===== src/rtl/wb_host_seq.sv =====
// Command-to-Wishbone sequencer: one 32-bit beat, or two beats with a one-cycle
// stb-low gap for 64-bit accesses, with a per-beat ack timeout and a held response.
module wb_host_seq #(
  parameter int TIMEOUT_CYCLES = 255
) (
  input  logic        wb_clk_i,
  input  logic        rst_n,
  input  logic        cmd_valid,
  output logic        cmd_ready,
  input  logic        cmd_we,
  input  logic        cmd_wide,
  input  logic [31:0] cmd_addr,
  input  logic [63:0] cmd_wdata,
  output logic        rsp_valid,
  input  logic        rsp_ready,
  output logic [63:0] rsp_rdata,
  output logic        rsp_err,
  output logic        wbs_cyc_o,
  output logic        wbs_stb_o,
  output logic        wbs_we_o,
  output logic [3:0]  wbs_sel_o,
  output logic [31:0] wbs_adr_o,
  output logic [31:0] wbs_dat_o,
  input  logic        wbs_ack_i,
  input  logic [31:0] wbs_dat_i,
  output logic        busy
);

  typedef enum logic [2:0] {IDLE, BEAT0, GAP, BEAT1, RESP} state_t;

  typedef struct packed {
    logic        we;
    logic        wide;
    logic [31:2] addr;
    logic [63:0] wdata;
  } cmd_t;

  localparam logic [15:0] TMO_LAST = 16'(TIMEOUT_CYCLES - 1);

  state_t      state, state_n;
  cmd_t        cmd_q;
  logic [63:0] rdata_q;
  logic        err_q;
  logic [15:0] cnt;
  logic        rdy_en;
  logic        accept, in_beat, beat_done, tmo;
  logic        unused_addr_lsb;

  assign unused_addr_lsb = ^cmd_addr[1:0];

  // rdy_en keeps cmd_ready low until the first edge after reset release
  assign cmd_ready = (state == IDLE) & rdy_en;
  assign accept    = cmd_valid & cmd_ready;
  assign in_beat   = (state == BEAT0) | (state == BEAT1);
  assign beat_done = in_beat & wbs_ack_i;
  assign tmo       = in_beat & ~wbs_ack_i & (cnt == TMO_LAST);
  assign busy      = (state != IDLE);

  always_ff @(posedge wb_clk_i or negedge rst_n) begin
    if (!rst_n) state <= IDLE;
    else        state <= state_n;
  end

  always_comb begin
    state_n = state;
    case (state)
      IDLE:  if (accept) state_n = BEAT0;
      BEAT0: if (beat_done)  state_n = cmd_q.wide ? GAP : RESP;
             else if (tmo)   state_n = RESP;
      GAP:   state_n = BEAT1;
      BEAT1: if (beat_done || tmo) state_n = RESP;
      RESP:  if (rsp_ready) state_n = IDLE;
      default: state_n = IDLE;
    endcase
  end

  always_ff @(posedge wb_clk_i or negedge rst_n) begin
    if (!rst_n) begin
      cmd_q   <= '0;
      rdata_q <= '0;
      err_q   <= 1'b0;
      cnt     <= '0;
      rdy_en  <= 1'b0;
    end else begin
      rdy_en <= 1'b1;
      if (accept) begin
        cmd_q   <= '{we: cmd_we, wide: cmd_wide, addr: cmd_addr[31:2], wdata: cmd_wdata};
        rdata_q <= '0;
        err_q   <= 1'b0;
        cnt     <= '0;
      end else if (state == GAP) begin
        cnt <= '0;
      end else if (in_beat) begin
        if (beat_done) begin
          if (!cmd_q.we) begin
            if (state == BEAT0) rdata_q <= {32'h0, wbs_dat_i};
            else                rdata_q[63:32] <= wbs_dat_i;
          end
        end else if (tmo) begin
          err_q   <= 1'b1;
          rdata_q <= '0;
        end else begin
          cnt <= cnt + 16'd1;
        end
      end
    end
  end

  // Bus outputs decode from state only, so an async reset clears them at once
  always_comb begin
    wbs_cyc_o = 1'b0;
    wbs_stb_o = 1'b0;
    wbs_we_o  = 1'b0;
    wbs_sel_o = 4'h0;
    wbs_adr_o = 32'h0;
    wbs_dat_o = 32'h0;
    rsp_valid = 1'b0;
    rsp_rdata = 64'h0;
    rsp_err   = 1'b0;
    case (state)
      BEAT0: begin
        wbs_cyc_o = 1'b1;
        wbs_stb_o = 1'b1;
        wbs_we_o  = cmd_q.we;
        wbs_sel_o = 4'hF;
        wbs_adr_o = {cmd_q.addr[31:3], cmd_q.addr[2] & ~cmd_q.wide, 2'b00};
        wbs_dat_o = cmd_q.wdata[31:0];
      end
      GAP: wbs_cyc_o = 1'b1;
      BEAT1: begin
        wbs_cyc_o = 1'b1;
        wbs_stb_o = 1'b1;
        wbs_we_o  = cmd_q.we;
        wbs_sel_o = 4'hF;
        wbs_adr_o = {cmd_q.addr[31:3], 3'b100};
        wbs_dat_o = cmd_q.wdata[63:32];
      end
      RESP: begin
        rsp_valid = 1'b1;
        rsp_rdata = rdata_q;
        rsp_err   = err_q;
      end
      default: ;
    endcase
  end

endmodule


===== config.mk =====
export PLATFORM = sky130hd
export DESIGN_NAME = wb_host_seq
export DESIGN_NICKNAME = d
export VERILOG_FILES = /design/src/rtl/wb_host_seq.sv
export SDC_FILE = /design/constraint.sdc
export NUM_CORES = 1
export LEC_CHECK = 0
export CAP_MARGIN = 20
export CORE_AREA = 2 2 174 125
export CTS_CLUSTER_DIAMETER = 60
export DETAILED_ROUTE_END_ITERATION = 7
export DIE_AREA = 0 0 176 127
export PLACE_DENSITY = 0.76
export SYNTH_ARGS = -nofsm -noshare
export SYNTH_HDL_FRONTEND = slang
export SYNTH_SLANG_ARGS = --single-unit
export TNS_END_PERCENT = 100

===== constraint.sdc =====
create_clock -name wb_clk_i -period 1.9 [get_ports wb_clk_i]
set_clock_uncertainty 0.15 [all_clocks]
set_input_delay 0.19 -clock wb_clk_i [delete_from_list [all_inputs] [get_ports wb_clk_i]]
set_output_delay 0.19 -clock wb_clk_i [all_outputs]
set_load 0.02 [all_outputs]

## Word-level counts from Yosys, hierarchy flattened

Cells that the tools add are included.

- Input port bits: 135
- Output and inout bits: 139
- Register bits: 181

- Reduce and logical (&&, ||, !) cells: 14
- Multiplexer cells: 34
- Add/sub/neg operators: 1
- Bitwise gates (word level): 9
- Eq/ne operators: 15

Operators by type and width:

| operator | number |
|---|---|
| two-way mux 64 bit | 7 |
| one-hot mux 32 bit (2 select lines) | 2 |
| two-way mux 16 bit | 5 |
| two-way mux 32 bit | 2 |
| two-way mux 3 bit | 6 |
| adder 16 x 1 -> 16 bit, second input constant | 1 |
| equality test 16 x 8 -> 1 bit, second input constant | 1 |
| one-hot mux 3 bit (5 select lines) | 1 |
| AND reduction 4 bit | 3 |
| two-way mux 1 bit | 10 |
| != test 3 x 2 -> 1 bit, second input constant | 3 |
| nonzero test 3 bit | 3 |
| != test 2 bit, second input constant | 4 |
| AND 1 bit | 6 |
| equality test 3 x 2 -> 1 bit, second input constant | 2 |
| != test 3 bit, second input constant | 2 |
| AND reduction 5 bit | 1 |
| two-way mux 4 bit | 1 |
| nonzero test 2 bit | 2 |
| equality test 3 x 1 -> 1 bit, second input constant | 1 |
| equality test 3 bit, second input constant | 1 |
| zero test 3 bit | 1 |
| AND reduction 3 bit | 1 |
| OR reduction 3 bit | 1 |
| other kinds (5) | 6 |

## Logic depth before layout (Yosys ltp)

Gate-level depths: netlist (run 1).

- Depth after elaboration: 9
- Gate-level depth with buffers: 9
- Depth with buffers taken out: 7

## Worst setup path after synthesis (run 1)

No wires, ideal clock.

- Kind: reg2reg
- Start: reg cnt[0]
- End: reg cnt[12]
- Library setup time: 0.124 ns
- Cell stages (with the launch flop): 8
- Slack: -0.145 ns
- Data arrival time: 1.771 ns
- Cell sequence: dfrtp_1 inv_1 ha_1 nor4b_1 a41o_1 clkbuf_1 nor3_1 a211o_1

- Word-level cells in the longest chain between the ends: 6
- Elaborated cells on any way between the ends: 10

RTL lines:

| item | RTL line | RTL |
|---|---|---|
| start: declaration | 44 | `logic [15:0] cnt;` |
| start signal: assignment | 103 | `cnt <= cnt + 16'd1;` |
| adder 16 x 1 -> 16 bit | 103 |  |
| two-way mux 16 bit | 99 | `end else if (tmo) begin` |
| two-way mux 16 bit | 94 | `if (beat_done) begin` |
| two-way mux 16 bit | 93 | `end else if (in_beat) begin` |
| two-way mux 16 bit | 91 | `end else if (state == GAP) begin` |
| two-way mux 16 bit | 86 | `if (accept) begin` |

Parallel ways exist; a longest one is shown, timed or not. The select of a mux whose other input is x is not followed.
A chain may end at the register's enable or synchronous reset.

## Worst setup path after layout (run 1)

- Start: reg state[2]
- End: reg rdata_q[51]

- Word-level cells in the longest chain between the ends: 7
- Elaborated cells on any way between the ends: 21

RTL lines:

| item | RTL line | RTL |
|---|---|---|
| start: declaration | 40 | `state_t state, state_n;` |
| start signal: assignment | 61 | `else state <= state_n;` |
| equality test 3 x 1 -> 1 bit or equality test 3 x 2 -> 1 bit (tied branches) | 54, 96 |  |
| two-way mux 32 bit or bitwise OR 1 bit (tied branches) | 96, 54 |  |
| two-way mux 64 bit or AND 1 bit (tied branches) | 95, 55 |  |
| two-way mux 64 bit | 94 |  |
| two-way mux 64 bit | 93 |  |
| two-way mux 64 bit | 91 |  |
| two-way mux 64 bit | 86 |  |
| end signal: assignment | 96 | `if (state == BEAT0) rdata_q <= {32'h0, wbs_dat_i};` |
| end signal: assignment | 97 | `else rdata_q[63:32] <= wbs_dat_i;` |
| end: declaration | 42 | `logic [63:0] rdata_q;` |

Parallel ways exist; a longest one is shown, timed or not. The select of a mux whose other input is x is not followed.

==> results.py, run 1 <==
metrics = {
    "finish": {
        "drive_above_1_share_pct": 46.6,
        "nets": 1314,
        "post-route-util_pct": 74.0,
        "syn_to_final_growth_pct": 77.6,
        "fin_cells": 1467,
    },
    "critical_path": {
        "cp.required_ns": 2.10,
        "path_max_fanout": 10,
        "criticalPathCategory": "reg -> reg",
        "slowest_stage": "dfrtp_1",
        "cp_top_family": "buffers and inverters",
        "cp.arrival_ns": 2.38,
        "path_cells": "buf_6, or3b_4, buf_4, o221ai_4, buf_8, buf_6, buf_12, mux2i_1",
        "crit_top_cell": "buf_6",
        "cp-start-kind": "flop",
        "crit_buf_inv": 5,
        "cpPeakStageDelay_ns": 0.41,
        "crit_cells": 8,
        "worst-r2r-cell-count": 8,
        "crit_path_end_kind": "flop",
    },
    "drt": {
        "ant_nets": 0,
        "drc": 0,
        "drtPass1Iterations": 8,
        "routed_wl_mm": 30.8,
        "wl_per_cell_um": 21.0,
        "routed_via_density": 5.23,
        "num_vias": 7668,
        "drt_iter0_drc": 635,
    },
    "yosys": {
        "syn-instance-count": 797,
        "synth_top_area_cell": "dfrtp_1",
        "syn_avg_cell_area_um2": 10.7,
        "syn_area_um2": 8560,
        "synth_cell_types": 41,
        "yosysTopAreaCellShare_pct": 52.9,
        "ys.flop_type": "dfrtp_1",
        "yosysWarningCount": 0,
        "synth-seq-cells": 181,
        "synth_edf_count": 0,
        "ys_seq_area_share_pct": 52.9,
        "synthArstFlopShare_pct": 100,
        "ys_top_cells_by_area": "dfrtp_1, mux2_2, mux2i_1",
    },
    "timing": {
        "max_freq_mhz": 459,
        "setup_viol": 311,
        "grt_setup_unrepaired": "true",
        "period_needed_ns": 2.18,
        "hold_viol": 0,
        "fin_crit_sh_pct": 115,
        "whs_ns": 0.103,
        "drv_slew": 0,
        "layout_setup_ws_ns": -0.280,
    },
    "floorplanning": {
        "ios": 274,
        "dieHeight_um": 127,
        "start_util_pct": 41.7,
        "placementRows": 44,
        "fp.coreArea_um2": 20500,
        "fp.dieW_um": 176,
        "die_area_um2": 22400,
    },
    "place": {
        "dp.cells": 1349,
        "gp_congestion": 0.926,
        "hpwl_mm": 17.0,
        "port_buffers": 269,
    },
    "power_and_ir_drop": {
        "power_density_nw_per_um2": 1400,
        "leakagePower_nw": 6.57,
        "ir_worst_vdd_uv": 779,
    },
    "clock_tree": {
        "cts.path.max_buffers": 2,
        "cts_buffers": 17,
        "h-tree-depth": 4,
        "cts_tree": "done",
        "clk_latency_ns": 0.43,
        "clock_sinks": 181,
        "cts-root-buf": "clkbuf_16",
        "path_clk_slew_ns": 0.08,
    },
    "run_status": {
        "status": "finished with violations",
        "failed_checks": "setup timing",
    },
    "grt": {
        "grt_max_degree": 43,
        "first_global_vias": 7927,
        "grt_pass1_wl_mm": 43.7,
        "groute.usage.overall_pct": 25.2,
        "overflow": 0,
        "antenna_found_initial": 3,
    },
    "run": {
        "max-cap-violations": 0,
    },
    "worst_hold_path": {
        "hold_class": "in -> async",
    },
}
## power by group
part / total, W / switching (W) / leakage (nW) / internal (W)
Sequential: 0.00621 / 0.000944 / 2.29 / 0.00527
Clock: 0.00349 / 0.00175 / 0.278 / 0.00175
Combinational: 0.0116 / 0.00520 / 4.00 / 0.00642
Total: 0.0213 / 0.00789 / 6.57 / 0.0134
## cell usage after synthesis (2+ instances only)
master	count
dfrtp_1	181
nor2_1	103
mux2_2	95
inv_1	71
mux2i_1	68
nand2_1	45
o21ai_0	38
a22oi_1	32
and2_1	31
buf_2	24
buf_4	12
a21oi_1	10
buf_1	9
clkbuf_1	9
and3_1	8
nand3_1	8
nor3_1	6
or3_1	6
and4_1	5
nand4_1	5
buf_6	4
o21ai_1	4
a211o_1	3
conb_1	2
ha_1	2
## worst reg2reg max path, cell delays in order, from the launching register on
cell and delay, ns:
dfrtp_1 0.41, buf_6 0.15, or3b_4 0.40, buf_4 0.16, o221ai_4 0.19, buf_8 0.15, buf_6 0.11, buf_12 0.15
mux2i_1 0.23
## per-layer routing
layer / wire, um / up-vias / share of wire, % / global-route usage, %
li1: - / 3452 / - / -
met1: 12800 / 3841 / 41 / 32.7
met2: 15100 / 309 / 49 / 41.4
met3: 2530 / 60 / 8.2 / 8.42
met4: 424 / 6 / 1.4 / 5.83
met5: 41 / - / 0.13 / 0
## logic make-up after synthesis
group / Yosys count / synth area share (%)
buf+inv: 129 / 6.89
other cells: 2 / 0.0878
compound gates: 94 / 6.84
fa+ha+maj: 2 / 0.292
flops: 181 / 52.9
simple gates: 224 / 12.3
xor+xnor: 2 / 0.205
mux: 163 / 20.5
## sequential cells by signal, summed over array words and instances, names as in the netlist
| register | count |
|---|---|
| rdata_q | 64 |
| state | 3 |
| cmd_q | 96 |
| rdy_en | 1 |
| cnt | 16 |
| err_q | 1 |
## final timing paths
path	from	to	slack, ns
setup / recovery	state[2]$_DFFE_PN0P_	rdata_q[51]$_DFFE_PN0P_	-0.28
hold / removal	rst_n	rdata_q[40]$_DFFE_PN0P_	0.10
setup reg to reg	state[2]$_DFFE_PN0P_	rdata_q[51]$_DFFE_PN0P_	-0.28
hold reg to reg	err_q$_DFFE_PN0P_	err_q$_DFFE_PN0P_	0.35
max in group asynchronous	rst_n	rdata_q[55]$_DFFE_PN0P_	0.93
min in group wb_clk_i	cmd_wide	cmd_q[94]$_DFFE_PN0N_	0.16
## metrics by stage
stage	setup WS, ns	TNS (ns)	total power, W	instance area, um2
floorplan	-0.000376	-0.000376	0.0101	8600
global placement	-0.276	-30.72	0.0128	12000
detailed placement	-0.275	-34.99	0.0130	12000
CTS	-0.232	-32.33	0.0190	13700
global route	-0.399	-61.35	0.0223	15200
finish	-0.280	-44.28	0.0213	15200
## layout make-up
type | count | area (um2)
antenna | 1 | 2.50
clock buffer | 18 | 429
timing repair buffer | 414 | 4820
fill | 1297 | 5340
clock inverter | 14 | 139
multi-input combinational | 492 | 4650
tap | 276 | 345
inverter | 71 | 279
sequential | 181 | 4530
## cell usage in the layout, fill, tap and decap left out, types with 3 or more instances in the layout
cell type and n:
nand4_1 5, nor2_4 68, inv_6 3, a22oi_2 3, buf_12 34, buf_2 5
nand2_1 44, buf_6 133, buf_8 11, o21ai_0 31, and3_1 5, nand2_8 3
inv_1 67, buf_16 13, clkbuf_16 24, nor2_2 10, a21oi_1 8, conb_1 3
clkdlybuf4s50_1 131, mux2i_2 5, dfrtp_1 179, inv_2 3, and3_4 5, or3_1 6
mux2_4 91, a211o_1 3, mux2_2 4, mux2i_1 61, o21ai_1 11, buf_4 78
and2_4 31, a22oi_1 29, clkinv_8 3, and4_1 4, nand3_1 8, nor3_1 5
inv_8 4, nor2_1 25
## repair_timing
item / 4_1_cts / 5_1_grt
hold buffers: 1 / 0
endpoints found under the hold margin: 181 / 0
buffers inserted: 39 / 22
gates resized for setup: 818 / 397
pin swaps: 25 / 41
endpoints found under the setup margin: 306 / 311
cloned: 23 / 13
No activity file was read; power rests on OpenSTA's default activity.
==> inputs of run 2 (changes only) <==
--- a/config.mk
+++ b/config.mk
@@ -6,11 +6,11 @@
 export NUM_CORES = 1
 export LEC_CHECK = 0
 export CAP_MARGIN = 20
-export CORE_AREA = 2 2 174 125
+export CORE_AREA = 2 2 165 118
 export CTS_CLUSTER_DIAMETER = 60
 export DETAILED_ROUTE_END_ITERATION = 7
-export DIE_AREA = 0 0 176 127
-export PLACE_DENSITY = 0.76
+export DIE_AREA = 0 0 167 120
+export PLACE_DENSITY = 0.8
 export SYNTH_ARGS = -nofsm -noshare
 export SYNTH_HDL_FRONTEND = slang
 export SYNTH_SLANG_ARGS = --single-unit
==> constraint.sdc (replaced) <==
create_clock -name wb_clk_i -period 2.3 [get_ports wb_clk_i]
set_clock_uncertainty 0.15 [all_clocks]
set_input_delay 0.23 -clock wb_clk_i [delete_from_list [all_inputs] [get_ports wb_clk_i]]
set_output_delay 0.23 -clock wb_clk_i [all_outputs]
set_load 0.02 [all_outputs]
==> run 2 against run 1 <==
  * The run now ends clean
  * Critical path depth fell by 3
  * Clock power fell by 18%
  * Register-to-register slack improved by 0.41 ns
  * Power fell by 38%
  * Setup slack improved by 0.34 ns
  * Die area fell by 10%
  * Flip-flop and latch count did not move
  * Critical path type is now reg -> out
  * Largest cell class is now sequential cells
==> results.py, run 2 (synthesis gave the netlist of run 1 again) <==
metrics = {
    "power_and_ir_drop": {
        "leakagePower_nw": 5.48,
        "ir_worst_vdd_uv": 580,
        "power_density_nw_per_um2": 1090,
    },
    "finish": {
        "stdcell_area_um2": 12100,
        "mostFrequentLayoutCell": "dfrtp_1",
        "nets": 1204,
        "drive_above_1_share_pct": 20.7,
        "syn_to_final_growth_pct": 41.2,
        "fin_cells": 1323,
        "top_regs": "cmd_q (96), rdata_q (64), cnt (16)",
        "post-route-util_pct": 65.1,
        "mostFrequentLayoutCells": "dfrtp_1, clkdlybuf4s50_1, nor2_1, mux2_2, dlygate4sd2_1",
        "regMostFlops": "cmd_q",
        "largest_reg_flops": 96,
    },
    "drt": {
        "drt_iter0_drc": 466,
        "route.met2.wl_mm": 10.6,
        "wl_met1_mm": 10.2,
        "ant_nets": 0,
        "drtPass1Iterations": 5,
        "num_vias": 6846,
        "wl_per_cell_um": 17.5,
        "routed_via_density": 5.17,
        "routed_wl_mm": 23.1,
        "highest_layer": "met4",
        "drc": 0,
        "routed-wl-met3_mm": 1.92,
    },
    "timing": {
        "whs_ns": 0.178,
        "worst_slew_pin_slew_ns": 0.572,
        "max_freq_mhz": 447,
        "hold_viol": 0,
        "fin_crit_sh_pct": 97.2,
        "relSlewSlack_pct": 61.9,
        "drv_slew": 0,
        "period_needed_ns": 2.24,
        "setup_viol": 0,
    },
    "run": {
        "max-cap-violations": 0,
    },
    "run_status": {
        "status": "complete, no violations",
    },
    "floorplanning": {
        "ios": 274,
        "placementRows": 42,
        "die_area_um2": 20000,
        "start_util_pct": 46.1,
        "fp.dieW_um": 167,
        "fp.coreArea_um2": 18600,
        "dieHeight_um": 120,
    },
    "place": {
        "post_dp_cell_area_um2": 11700,
        "gp_congestion": 0.852,
        "port_buffers": 269,
        "dp.cells": 1287,
        "hpwl_mm": 16.4,
    },
    "grt": {
        "grt_max_degree": 67,
        "overflow": 0,
        "grt_pass1_wl_mm": 36.3,
        "groute.usage.overall_pct": 22.9,
        "first_global_vias": 6903,
        "antenna_found_initial": 2,
    },
    "clock_tree": {
        "cts-root-buf": "clkbuf_16",
        "cts_buffers": 17,
        "cts.path.max_buffers": 2,
        "h-tree-depth": 4,
        "cts_tree": "done",
        "clock_sinks": 181,
        "clk_latency_ns": 0.42,
        "path_clk_slew_ns": 0.08,
    },
    "critical_path": {
        "cp.required_ns": 1.92,
        "r2r_setup_slack_ns": 0.13,
        "cp_top_family": "buffers and inverters",
        "rr_endpoint": "cnt[7]$_DFFE_PN0P_",
        "slowest_stage": "dfrtp_2",
        "worst-r2r-cell-count": 8,
        "cp.arrival_ns": 1.86,
        "crit_buf_inv": 3,
        "r2r_start": "cnt[0]$_DFFE_PN0P_",
        "criticalPathCategory": "reg -> out",
        "cp-start-kind": "flop",
        "path_max_fanout": 13,
        "cpPeakStageDelay_ns": 0.45,
        "path_cells": "buf_12, buf_8, mux2i_2, nor2_1, dlygate4sd2_1",
        "crit_path_end_kind": "primary output",
    },
    "worst_hold_path": {
        "hold_class": "in -> async",
    },
}
==> run 2: cell count changes in the layout (fill, tap and decap cells not counted), sizes merged <==
| cell | previous run | this run |
|---|---|---|
| buf | 274 | 38 |
| dlygate4sd2 | 0 | 84 |
| clkbuf | 26 | 64 |
| clkdlybuf4s15 | 0 | 5 |
| clkinv | 7 | 3 |
| clkdlybuf4s50 | 131 | 134 |
| and3 | 10 | 8 |
| inv | 77 | 79 |
| nand2 | 47 | 45 |
| clkinvlp | 1 | 2 |
| dlymetal6s2s | 0 | 1 |
==> run 2: stage by stage <==
step / setup WS, ns / total power, W / TNS (ns)
global route: -0.0408 / 0.0140 / -0.222
global placement: 0.0741 / 0.0105 / 0
CTS: -0.145 / 0.0132 / -0.145
detailed placement: 0.0511 / 0.0107 / 0
floorplan: 0.255 / 0.00828 / 0
finish: 0.0649 / 0.0132 / 0
==> run 2: timing repair <==
| item | in CTS | in global routing |
|---|---|---|
| hold buffers | 1 | 0 |
| setup buffers | 0 | 1 |
| gates cloned | 0 | 1 |
| setup endpoints to repair | 135 | 163 |
| gates resized for setup | 142 | 96 |
| endpoints found under the hold margin | 49 | 0 |
==> run 2: worst max-delay path by stage <==
stage	from	end	slack, ns	cells past startpoint
after floorplan	cnt[0]$_DFFE_PN0P_	cnt[12]$_DFFE_PN0P_	0.25	7
after global placement	wbs_ack_i	cnt[10]$_DFFE_PN0P_	0.07	5
after detailed placement	cnt[0]$_DFFE_PN0P_	cnt[0]$_DFFE_PN0P_	0.05	8
after CTS	state[2]$_DFFE_PN0P_	wbs_dat_o[17]	-0.14	4
after global routing	cnt[0]$_DFFE_PN0P_	rdata_q[40]$_DFFE_PN0P_	-0.04	8
final	state[1]$_DFFE_PN0P_	wbs_dat_o[14]	0.06	5
==> run 2: report_power, final <==
| group | internal [W] | switching, W | leakage [nW] | total, W |
|---|---|---|---|---|
| Clock | 0.00147 | 0.00138 | 0.277 | 0.00285 |
| Combinational | 0.00259 | 0.00279 | 2.90 | 0.00538 |
| Sequential | 0.00435 | 0.000632 | 2.29 | 0.00498 |
| Total | 0.00841 | 0.00480 | 5.48 | 0.0132 |
==> run 2: worst register-to-register path, cell delays in order, from the launching register on <==
cell     delay (ns)
dfrtp_1        0.38
inv_1          0.09
ha_1           0.19
nor4b_2        0.28
buf_4          0.17
a41oi_1        0.17
buf_4          0.20
and3_1         0.15
a211o_1        0.26
==> run 2: final cells by class <==
cell class	instances	area, um2
clock buffer	19	443
multi-input combinational	488	3510
timing repair buffer	308	2900
antenna	1	2.50
inverter	71	267
sequential	181	4530
fill	1489	6470
tap	242	303
clock inverter	13	131
==> run 2: routing by layer <==
metal	vias to the layer above	GRT usage, %
li1	3212	-
met1	3378	30.9
met2	233	35.5
met3	23	8.05
met4	0	5.66
met5	-	0
==> edit, RTL diff (flow settings as in run 1) <==
Change the parameter `TIMEOUT_CYCLES` from 255 to 127.
--- a/src/rtl/wb_host_seq.sv
+++ b/src/rtl/wb_host_seq.sv
@@ -3,3 +3,3 @@
 module wb_host_seq #(
-  parameter int TIMEOUT_CYCLES = 255
+  parameter int TIMEOUT_CYCLES = 127
 ) (
Formal check against the unedited RTL: no difference found for any inputs over 4 cycles, from zero or initial values and one cycle with rst_n low; that may be too few to reach the edited logic, so the function may still have changed.
==> edit against run 1 <==
  * The flow still finishes with violations (setup timing)
  * Design area is 1.4% higher
  * Sequential power is 3% lower
  * Synthesized area is 0.99% higher
  * Worst setup slack worse by 330 ps
  * Core utilization is 1.0 points higher
  * Synthesized cell count is 4.6% lower
  * Sequential cell count stayed put
  * Routed wire length is 6.4% higher
  * Power is 0.42% lower
==> edit: results (changes against run 1) <==
- The maximum cell stage delay along the critical path is 550 ps (+140 ps).
- The flow ran to the end, but the final reports show violations.
- The leakage power is 6.80 nW (+3.4%).
- The instance area at placement is 12,100 µm² (+1.2%).
- The post-CTS setup repair buffer count is 50 (+28%).
- The kind of cell with the highest combined delay along the critical path is simple AND/OR/NAND/NOR gates.
- The data arrival time of the worst path is 2700 ps (+320 ps).
- The met2 wire length is 16,200 µm (+7.6%).
- The final reports fail on setup timing.
- The DRC violation total after the first TritonRoute iteration is 641 (+0.94%).
- The setup TNS is -88,250 ps (-43,970 ps).
- The final net count was 1,295 (-1.4%).
- The global-route wire length before repair is 43,600 µm (-0.28%).
- The largest net degree at the start of global routing was 50 (+16%).
- The met2 track demand over resource is 41.0% (-0.35 points).
- The total half-perimeter wirelength after legalization and detailed placement is 17,400 µm (+2.4%).
- The minimum setup slack in the final design is -613 ps (-334 ps).
- The post-placement worst setup slack is -549 ps (-274 ps).
- The sequential-to-total area share from yosys stat is 52.4% (-0.52 points).
- On the critical path, the stage with the largest delay is an instance of sky130_fd_sc_hd__or4_4.
- The first element of the critical path is cnt[12]$_DFFE_PN0P_.
- The total via count after detailed routing is 7,819 (+2.0%).
- The combined global-route utilization of all metal layers was 25.3% (+0.057 points).
- The setup violation total in the final timing report is 317 (+1.9%).
- The count of cells along the worst register-to-register path is 7 (-1).
[edit: layout make-up]
type | instances | area (µm²)
clock buffers | 18 | 439
inverters | 41 | 166
well taps | 276 | 345
multi-input cells | 483 | 4760
repair buffers | 434 | 4980
fillers | 1254 | 5120
flip-flops and latches | 181 | 4530
clock inverters | 14 | 185
[edit: through the flow]
stage,utilization (%),hold WS (ps),std cells
after floorplan,-,-256,761
after global placement,58.9,29.5,1316
after detailed placement,58.9,27.1,1316
after CTS,68.2,146,1414
after global routing,75.0,168,1447
final,75.0,141,1447
[edit: logic make-up after synthesis]
logic type               count (synthesis)  share of synthesized area [%]
AO/OA/AOI/OAI                           35                           2.79
flip-flops                             181                           52.4
adder cells (fa/ha/maj)                  2                          0.290
XOR/XNOR                                 2                          0.203
multiplexers                           196                           24.6
other                                    2                         0.0869
buffers and inverters                   99                           4.85
AND/OR/NAND/NOR                        243                           14.8
[edit: how the worst min path moves through the flow]
stage | to | cells after the start
2_1_floorplan | cmd_q[0]$_DFFE_PN0N_ | 0
3_3_place_gp | rdata_q[38]$_DFFE_PN0P_ | 1
3_5_place_dp | rdata_q[38]$_DFFE_PN0P_ | 1
4_1_cts | rdata_q[41]$_DFFE_PN0P_ | 2
5_1_grt | cmd_q[58]$_DFFE_PN0N_ | 2
6_report | cmd_q[58]$_DFFE_PN0N_ | 2
[edit: power by group]
| group | total, mW | internal (mW) | switching [mW] |
|---|---|---|---|
| clock network | 3.76 | 1.94 | 1.82 |
| registers | 6.04 | 5.19 | 0.853 |
| logic | 11.4 | 6.26 | 5.18 |
[edit: worst register-to-register path, delay by kind of cell, from the launching register on]
kind,cells,cell delay [ps]
AOI/OAI and AO/OA,1,160
muxes,1,250
and+or+nand+nor,2,1020
buffers and inverters,3,460
DFF,1,390
